==> config.mk <==
export PLATFORM = sky130hd
export DESIGN_NAME = vga_fb_ctrl
export DESIGN_NICKNAME = d
export VERILOG_FILES = /design/src/rtl/vga_fb_pkg.sv /design/src/rtl/vga_fb_ctrl_timing.sv /design/src/rtl/vga_fb_ctrl.sv
export SDC_FILE = /design/constraint.sdc
export NUM_CORES = 1
export LEC_CHECK = 0
export CAP_MARGIN = 20
export CORE_ASPECT_RATIO = 1.5
export CORE_MARGIN = 2
export CORE_UTILIZATION = 35
export CTS_CLUSTER_DIAMETER = 120
export DETAILED_ROUTE_END_ITERATION = 16
export DONT_BUFFER_PORTS = 1
export GPL_TIMING_DRIVEN = 1
export HOLD_SLACK_MARGIN = 0.1
export PLACE_DENSITY = 0.49
export SETUP_SLACK_MARGIN = 0.05
export SLEW_MARGIN = 5
export SYNTH_ARGS = -nofsm -noshare
export SYNTH_HDL_FRONTEND = slang
export SYNTH_SLANG_ARGS = --single-unit
==> constraint.sdc <==
create_clock -name clk -period 4.3 [get_ports clk]
set_clock_uncertainty 0.1 [all_clocks]
set_input_delay 1.29 -clock clk [delete_from_list [all_inputs] [get_ports clk]]
set_output_delay 1.29 -clock clk [all_outputs]
set_load 0.02 [all_outputs]
==> src/rtl/vga_fb_pkg.sv <==
// vga_fb_pkg: shared pixel-mode enum, timing-total helper and pixel decoder for the VGA framebuffer controller
package vga_fb_pkg;

    typedef enum logic [1:0] {MODE_MONO, MODE_RGB222, MODE_RGB332, MODE_GREY} mode_e;

    function automatic int total(input int active, input int fp, input int sync, input int bp);
        return active + fp + sync + bp;
    endfunction

    // Returns {R,G,B} as 8-bit MSB-aligned fields; callers keep the top VGA_BITS of each.
    function automatic logic [23:0] decode(input logic [7:0] b, input mode_e m);
        return (m == MODE_MONO)   ? {24{b[0]}} :
               (m == MODE_RGB222) ? {b[5:4], 6'b0, b[3:2], 6'b0, b[1:0], 6'b0} :
               (m == MODE_RGB332) ? {b[7:5], 5'b0, b[4:2], 5'b0, b[1:0], 6'b0} :
                                    {3{b}};
    endfunction

endpackage

==> src/rtl/vga_fb_ctrl_timing.sv <==
// vga_timing: raster x/y counters with sync windows, visible flag, frame_start and vblank
module vga_timing
    import vga_fb_pkg::*;
#(
    parameter int H_ACTIVE = 640,
    parameter int H_FP     = 16,
    parameter int H_SYNC   = 96,
    parameter int H_BP     = 48,
    parameter int V_ACTIVE = 480,
    parameter int V_FP     = 10,
    parameter int V_SYNC   = 2,
    parameter int V_BP     = 33,
    parameter int XW       = $clog2(total(H_ACTIVE, H_FP, H_SYNC, H_BP)),
    parameter int YW       = $clog2(total(V_ACTIVE, V_FP, V_SYNC, V_BP))
) (
    input  logic          clk,
    input  logic          rst_n,
    output logic [XW-1:0] x,
    output logic [YW-1:0] y,
    output logic          visible,
    output logic          hs,
    output logic          vs,
    output logic          line_end,
    output logic          frame_start,
    output logic          vblank
);

    localparam int H_TOTAL = total(H_ACTIVE, H_FP, H_SYNC, H_BP);
    localparam int V_TOTAL = total(V_ACTIVE, V_FP, V_SYNC, V_BP);

    logic run;

    // counters sit at the origin for one clock after reset so the first frame_start is seen
    always_ff @(posedge clk or negedge rst_n) begin
        if (!rst_n) begin
            x   <= '0;
            y   <= '0;
            run <= 1'b0;
        end else if (!run) begin
            run <= 1'b1;
        end else begin
            x <= line_end ? '0 : x + XW'(1);
            if (line_end) y <= (y == YW'(V_TOTAL - 1)) ? '0 : y + YW'(1);
        end
    end

    // raster decode, all in the counter domain
    always_comb begin
        line_end    = run && x == XW'(H_TOTAL - 1);
        visible     = run && x < XW'(H_ACTIVE) && y < YW'(V_ACTIVE);
        hs          = run && x >= XW'(H_ACTIVE + H_FP) && x < XW'(H_ACTIVE + H_FP + H_SYNC);
        vs          = run && y >= YW'(V_ACTIVE + V_FP) && y < YW'(V_ACTIVE + V_FP + V_SYNC);
        frame_start = run && x == '0 && y == '0;
        vblank      = y >= YW'(V_ACTIVE);
    end

endmodule

==> src/rtl/vga_fb_ctrl.sv <==
// vga_fb_ctrl: parametrised VGA raster + framebuffer reader; `VGA_FB_TESTPAT_EN adds test_en colour bars
module vga_fb_ctrl
    import vga_fb_pkg::*;
#(
    parameter int VGA_BITS   = 8,
    parameter int H_ACTIVE   = 640,
    parameter int H_FP       = 16,
    parameter int H_SYNC     = 96,
    parameter int H_BP       = 48,
    parameter int V_ACTIVE   = 480,
    parameter int V_FP       = 10,
    parameter int V_SYNC     = 2,
    parameter int V_BP       = 33,
    parameter int SCALE_LOG2 = 1,
    parameter int MEM_LAT    = 1,
    parameter bit SYNC_POL   = 1'b0
) (
    input  logic                clk,
    input  logic                rst_n,
    input  logic [31:0]         fb_base,
    input  logic [1:0]          mode,
    input  logic [31:0]         vdata,
`ifdef VGA_FB_TESTPAT_EN
    input  logic                test_en,
`endif
    output logic [31:0]         vaddr,
    output logic                vrd,
    output logic [VGA_BITS-1:0] VGA_R,
    output logic [VGA_BITS-1:0] VGA_G,
    output logic [VGA_BITS-1:0] VGA_B,
    output logic                VGA_HS_O,
    output logic                VGA_VS_O,
    output logic                frame_start,
    output logic                vblank
);

    localparam int          V_TOTAL  = total(V_ACTIVE, V_FP, V_SYNC, V_BP);
    localparam int          XW       = $clog2(total(H_ACTIVE, H_FP, H_SYNC, H_BP));
    localparam int          YW       = $clog2(V_TOTAL);
    localparam logic [31:0] FB_W     = 32'(H_ACTIVE >> SCALE_LOG2);
    localparam logic [31:0] ROW_MASK = 32'((1 << SCALE_LOG2) - 1);

    logic [XW-1:0]       x;
    logic [YW-1:0]       y;
    logic                visible, hs, vs, line_end, rd_next;
    logic [31:0]         base_active, row_base, byte_addr;
    mode_e               mode_active;
    logic [MEM_LAT:0]    vis_d, hs_d, vs_d;
    logic [1:0]          lane_d [MEM_LAT+1];
    logic [7:0]          pix;
    logic [23:0]         rgb;
    logic [VGA_BITS-1:0] r_c, g_c, b_c;

    vga_timing #(
        .H_ACTIVE(H_ACTIVE), .H_FP(H_FP), .H_SYNC(H_SYNC), .H_BP(H_BP),
        .V_ACTIVE(V_ACTIVE), .V_FP(V_FP), .V_SYNC(V_SYNC), .V_BP(V_BP),
        .XW(XW), .YW(YW)
    ) u_timing (
        .clk(clk), .rst_n(rst_n), .x(x), .y(y), .visible(visible), .hs(hs), .vs(vs),
        .line_end(line_end), .frame_start(frame_start), .vblank(vblank)
    );

    assign byte_addr = base_active + row_base + 32'(x >> SCALE_LOG2);

`ifdef VGA_FB_TESTPAT_EN
    logic [MEM_LAT:0] tp_d;
    logic [2:0]       bar_d [MEM_LAT+1];
    assign rd_next = visible && !test_en;

    // bar index and test-pattern select ride alongside the memory pipeline
    always_ff @(posedge clk or negedge rst_n) begin
        if (!rst_n) begin
            tp_d <= '0;
            for (int i = 0; i <= MEM_LAT; i++) bar_d[i] <= '0;
        end else begin
            tp_d     <= {tp_d[MEM_LAT-1:0], test_en};
            bar_d[0] <= 3'(32'(x) / (H_ACTIVE / 8));
            for (int i = 1; i <= MEM_LAT; i++) bar_d[i] <= bar_d[i-1];
        end
    end
`else
    assign rd_next = visible;
`endif

    // new base and mode take effect only at the start of vblank, so a frame never tears
    always_ff @(posedge clk or negedge rst_n) begin
        if (!rst_n) begin
            base_active <= '0;
            mode_active <= MODE_MONO;
        end else if (x == '0 && y == YW'(V_ACTIVE)) begin
            base_active <= fb_base;
            mode_active <= mode_e'(mode);
        end
    end

    // row offset steps by one framebuffer row every 2**SCALE_LOG2 lines, zeroed entering a new frame
    always_ff @(posedge clk or negedge rst_n) begin
        if (!rst_n) row_base <= '0;
        else if (line_end)
            row_base <= (y == YW'(V_TOTAL - 1)) ? '0 :
                        (y < YW'(V_ACTIVE) && ((32'(y) + 32'd1) & ROW_MASK) == '0) ? row_base + FB_W : row_base;
    end

    // memory request plus MEM_LAT+1 stage delay line that lands in step with vdata
    always_ff @(posedge clk or negedge rst_n) begin
        if (!rst_n) begin
            vaddr <= '0;
            vrd   <= 1'b0;
            vis_d <= '0;
            hs_d  <= '0;
            vs_d  <= '0;
            for (int i = 0; i <= MEM_LAT; i++) lane_d[i] <= '0;
        end else begin
            vaddr     <= {2'b00, byte_addr[31:2]};
            vrd       <= rd_next;
            vis_d     <= {vis_d[MEM_LAT-1:0], visible};
            hs_d      <= {hs_d[MEM_LAT-1:0], hs};
            vs_d      <= {vs_d[MEM_LAT-1:0], vs};
            lane_d[0] <= byte_addr[1:0];
            for (int i = 1; i <= MEM_LAT; i++) lane_d[i] <= lane_d[i-1];
        end
    end

    // pick the addressed byte and expand it to channel colours
    always_comb begin
        pix = 8'(vdata >> {lane_d[MEM_LAT], 3'b000});
        rgb = decode(pix, mode_active);
        r_c = rgb[23 -: VGA_BITS];
        g_c = rgb[15 -: VGA_BITS];
        b_c = rgb[7 -: VGA_BITS];
`ifdef VGA_FB_TESTPAT_EN
        if (tp_d[MEM_LAT]) begin
            r_c = {VGA_BITS{bar_d[MEM_LAT][2]}};
            g_c = {VGA_BITS{bar_d[MEM_LAT][1]}};
            b_c = {VGA_BITS{bar_d[MEM_LAT][0]}};
        end
`endif
    end

    // registered pins: blanked colour and syncs at the configured polarity
    always_ff @(posedge clk or negedge rst_n) begin
        if (!rst_n) begin
            VGA_R    <= '0;
            VGA_G    <= '0;
            VGA_B    <= '0;
            VGA_HS_O <= ~SYNC_POL;
            VGA_VS_O <= ~SYNC_POL;
        end else begin
            VGA_R    <= vis_d[MEM_LAT] ? r_c : '0;
            VGA_G    <= vis_d[MEM_LAT] ? g_c : '0;
            VGA_B    <= vis_d[MEM_LAT] ? b_c : '0;
            VGA_HS_O <= hs_d[MEM_LAT] ? SYNC_POL : ~SYNC_POL;
            VGA_VS_O <= vs_d[MEM_LAT] ? SYNC_POL : ~SYNC_POL;
        end
    end

endmodule

# Word level (Yosys, flattened, before mapping)
# Index checks and enable logic that the tools add are counted.
word_totals:
  output_inout_bits: 61
  inputBits: 68
  register_bits: 154
  wordCells: 67
classes:
  shifts: 1
  n_reduce_logical: 18
  mux: 12
  eq_ne: 5
  order_cmp: 7
  n_addsub: 6
ops:
  columns: ["cell", "count"]
  rows:
  - ["$mux 32", 2]
  - ["$mux 24", 2]
  - ["$add 32x32->32", 1]
  - ["$add 32x9->32", 1]
  - ["$add 32x9->32 const B", 1]
  - ["$logic_not 32->1", 1]
  - ["$shr 32x5->8", 1]
  - ["$mux 8", 3]
  - ["$mux 21", 1]
  - ["$add 10x1->10 const B", 2]
  - ["$eq 10x10->1 const B", 2]
  - ["$ge 10x9->1 const B", 2]
  - ["$logic_not 10->1", 2]
  - ["$lt 10x10->1 const B", 2]
  - ["$lt 10x9->1 const B", 2]
  - ["$mux 10", 2]
  - ["$logic_and 1x1->1", 11]
  - ["$eq 10x9->1 const B", 1]
  - ["$ge 10x10->1 const B", 1]
  - ["$reduce_and 2->1", 2]
  - ["$eq 2x1->1 const B", 1]
  - ["$eq 2x2->1 const B", 1]
  - ["$logic_not 2->1", 1]
  - ["$mux 1", 2]
  - ["other kinds (2)", 2]

# Depth between registers and ports, before layout
logic_depth:
  depth_word: 5
  mapped_depth: 10
  ltp_nobuf: 10

# Cells and area by module
# Synthesis repeated with hierarchy kept, for this count alone.
hier_totals:
  hier_cells: 706
  hier_area_um2: 7692.4
by_module_without_submodules:
  columns: ["module", "instances", "seq_area_each_um2", "area_each_um2", "cells_each"]
  rows:
  - ["vga_fb_ctrl", 1, 2905.3, 6503.7, 583]
  - ["vga_timing", 1, 525.5, 1188.6, 123]

# Least setup slack after synthesis
# OpenSTA, ideal clock, no wires.
synth_path:
  kind: "reg2reg"
  start: "reg u_timing.x[2]"
  end: "reg vaddr[29]"
  setup_slack_ns: 1.195
  period_less_slack_ns: 3.105
  n_path_buf: 0
  path_stages_with_launch: 11
  t_arrival_ns: 2.868
  t_required_ns: 4.063
  setup_ns: 0.137
  path_cell_list: "dfrtp_1 -> ha_1 -> ha_1 -> fa_1 -> a211oi_1 -> o21bai_1 -> a21oi_1 -> o21ai_0 -> a31o_2 -> a2111oi_0 -> nor3_1"
synth_between:
  elab_chain_cells: 1
synth_lines:
  columns: ["element", "line", "rtl"]
  rows:
  - ["start: declaration", "vga_fb_ctrl_timing.sv:18", "output logic [XW-1:0] x,"]
  - ["start signal: assignment", "vga_fb_ctrl_timing.sv:42", "x <= line_end ? '0 : x + XW'(1);"]
  - ["$add 32x9->32", "vga_fb_ctrl.sv:63", "assign byte_addr = base_active + row_base + 32'(x >> SCALE_LOG2);"]
  - ["via byte_addr[31]", "vga_fb_ctrl.sv:46", "logic [31:0] base_active, row_base, byte_addr;"]
  - ["end signal: assignment", "vga_fb_ctrl.sv:114", "vaddr <= {2'b00, byte_addr[31:2]};"]
  - ["end: declaration", "vga_fb_ctrl.sv:26", "output logic [31:0] vaddr,"]
# The timed path passes the listed nets, and every way through them passes these cells.
# A chain may end at the register's enable or synchronous reset.

# Final worst setup path
layout_path:
  start: "reg u_timing.x[6]"
  end: "out frame_start"
layout_between:
  elab_chain_cells: 3
layout_lines:
  columns: ["element", "line", "rtl"]
  rows:
  - ["$logic_not 10->1", "vga_fb_ctrl_timing.sv:53", "frame_start = run && x == '0 && y == '0;"]
  - ["$logic_and 1x1->1 (2 in series)", "vga_fb_ctrl_timing.sv:53", null]
  - ["end: declaration", "vga_fb_ctrl.sv:33", "output logic frame_start,"]
# No other way between the ends.

==> metrics.yaml <==
core-area_sq_um: 21600
leakagePower_uw: 0.00411
startpoint_type: "flop"
seqCellArea_sq_um: 3430
std_cell_rows: 66
antenna_left: 0
clkTransAtPathRegs_ns: 0.06
synth-async-reset-ratio: 1.00
routed_wirelength_um: 18400
area_growth_pct: 10.3
netlist_instances: 732
tightest_slew_ns: 0.790
maxSlewViolCount: 0
gp_congestion: 0.862
dpl.hpwl_um: 14000
io_pins: 129
n_antenna_cell: 0
vias_per_cell: 5.38
worstSkewPairLatency_ns: 0.42
yosys_warnings: 0
post_cts_buffers: 0
min_path_type: "reg -> reg"
reg2reg_depth: 10
drv_cap: 0
end_kind: "primary output"
synth_edf_count: 0
track_usage: 0.164
routedWlPerCell_um: 18.3
ys_types: 64
layout.cells.non_filler: 1006
final.min_clock_period_ns: 3.55
grt_pass1_vias: 5692
fin_ws_ns: 0.745
grt_max_degree: 138
worst-setup-path-type: "reg -> out"
drc: 0
post_cts_resized: 0
stdcell_area_sq_um: 8440
fp.dieW_um: 125
grt.overflow.total: 0
antenna_found_initial: 1
tns_ns: 0
dr.pass1.iters: 4
dpl_cell_area_sq_um: 7850
cts.sinks: 137
rsz0062_at_grt: "false"
pwr_density_cell_nw_per_um2: 397
vdd_drop_max_mv: 0.264
h-tree-depth: 4
clk_path_buf_depth: 2
numPlacedInstances: 974
root_buffer: "clkbuf_16"
cts_buffers: 17
crit_path_max_fanout: 8
hold_viol: 0
drt_iter0_drc: 273
numPortBuffers: 0
syn_area_sq_um: 7660
finalCritPeriodShare: 0.827
yosys_register_bits: 137
required_ns: 2.91
status: "finished clean"
via_count: 5410
synth-main-ff-cell: "dfrtp_1"
hold_depth: 0
place_ws_ns: 0.823
grt_first_pass_wirelength_um: 29700
fillers: 2094
critPathArrivalTime_ns: 2.16
clock.fmax_ghz: 0.281
max_slew_margin: 0.469
dieHeight_um: 185
layout.nets: 856
cts_tree: "built"
drive_gt1_frac: 0.121
ys_seq_area_frac: 0.448
start_util: 0.355
syn_avg_cell_area_sq_um: 10.5
setup_viol: 0
hold_buffers: 0
die-area_sq_um: 23100
multi_input_comb_area_sq_um: 3990
[cell type report]
class	instances	area share
Inverter	14	0.00622
Clock buffer	19	0.0525
Tap cell	272	0.0403
Multi-Input combinational cell	546	0.473
Timing Repair Buffer	5	0.00445
Sequential cell	137	0.406
Clock inverter	13	0.0175
[critical path, cell delays in order (launching register included)]
cell	delay, ns
dfrtp_1	0.46
nor4_1	0.49
nand3_1	0.25
nor4_1	0.33
buf_4	0.20
[sequential cells by signal, summed over array words and instances, names as in the netlist]
name / cells
VGA_VS_O: 1
VGA_R: 3
VGA_G: 3
vs_d: 2
u_timing.x: 10
lane_d: 4
vaddr: 30
base_active: 32
row_base: 26
VGA_HS_O: 1
mode_active: 2
vis_d: 2
u_timing.y: 10
VGA_B: 8
hs_d: 2
u_timing.run: 1
[logic make-up after synthesis]
logic type | Yosys count | share of synthesized area
multiplexers | 42 | 0.0717
AND/OR/NAND/NOR | 225 | 0.144
other | 2 | 0.000981
buffers and inverters | 50 | 0.0322
flip-flops | 137 | 0.448
adder cells (fa/ha/maj) | 67 | 0.113
XOR/XNOR | 60 | 0.0686
AO/OA/AOI/OAI | 149 | 0.121
[final timing paths]
check                      slack [ns]           from          end
hold reg to reg                  0.25        vs_d[0]      vs_d[1]
hold / removal                   0.25        vs_d[0]      vs_d[1]
setup reg to reg                 0.77  u_timing.x[2]    vaddr[29]
min in group asynchronous        0.46          rst_n     VGA_B[3]
setup / recovery                 0.75  u_timing.x[6]  frame_start
max in group asynchronous        3.37          rst_n     VGA_VS_O
[cell usage after synthesis, drive strengths merged, types with 8 or more instances]
| library cell | count | share of area |
|---|---|---|
| dfrtp | 135 | 0.44 |
| mux2 | 33 | 0.049 |
| a21oi | 45 | 0.029 |
| nand3 | 22 | 0.014 |
| nand4 | 10 | 0.0082 |
| o21ai | 42 | 0.027 |
| nand2 | 68 | 0.033 |
| clkbuf | 18 | 0.0088 |
| inv | 14 | 0.0069 |
| nor3 | 21 | 0.017 |
| a21o | 10 | 0.0098 |
| xor2 | 29 | 0.033 |
| xnor2 | 31 | 0.035 |
| ha | 63 | 0.10 |
| and3 | 14 | 0.011 |
| nor4 | 8 | 0.0074 |
| buf | 18 | 0.017 |
| nor2 | 60 | 0.031 |
[routing by layer]
metal	vias to the layer above	GRT usage	part of all wire
met5	-	0	0.00071
met4	2	0.0526	0.018
met3	22	0.0390	0.035
met2	111	0.303	0.53
met1	2675	0.186	0.42
li1	2600	-	-
[power breakdown]
part	internal (uW)	total [uW]	switching (uW)	leakage, uW
combinational	152	308	156	0.00198
clock	873	1460	588	0.000276
sequential	1380	1580	203	0.00185
[per-stage QoR]
step,hold WS [ns],utilization,total power [uW]
global route,0.265,0.392,3490
global placement,0.236,0.364,1910
CTS,0.251,0.392,3390
floorplan,0.231,-,1860
finish,0.248,0.392,3350
detailed placement,0.237,0.364,1920
[cell usage in the layout, fill, tap and decap left out, types with 5 or more instances in the layout]
cell type,instances
a21o_1,10
o21ai_0,42
mux4_2,7
ha_1,63
xnor2_1,31
clkbuf_16,17
nor3_1,18
and3_1,14
nand3_1,22
a31oi_1,7
a21boi_0,6
a21oi_1,45
inv_1,14
nor4_1,7
nor2_1,56
xor2_1,29
nand4_1,10
dfrtp_1,135
buf_4,5
clkinv_4,5
nand2_1,68
mux2_2,32
No activity file was read; power rests on OpenSTA's default activity.
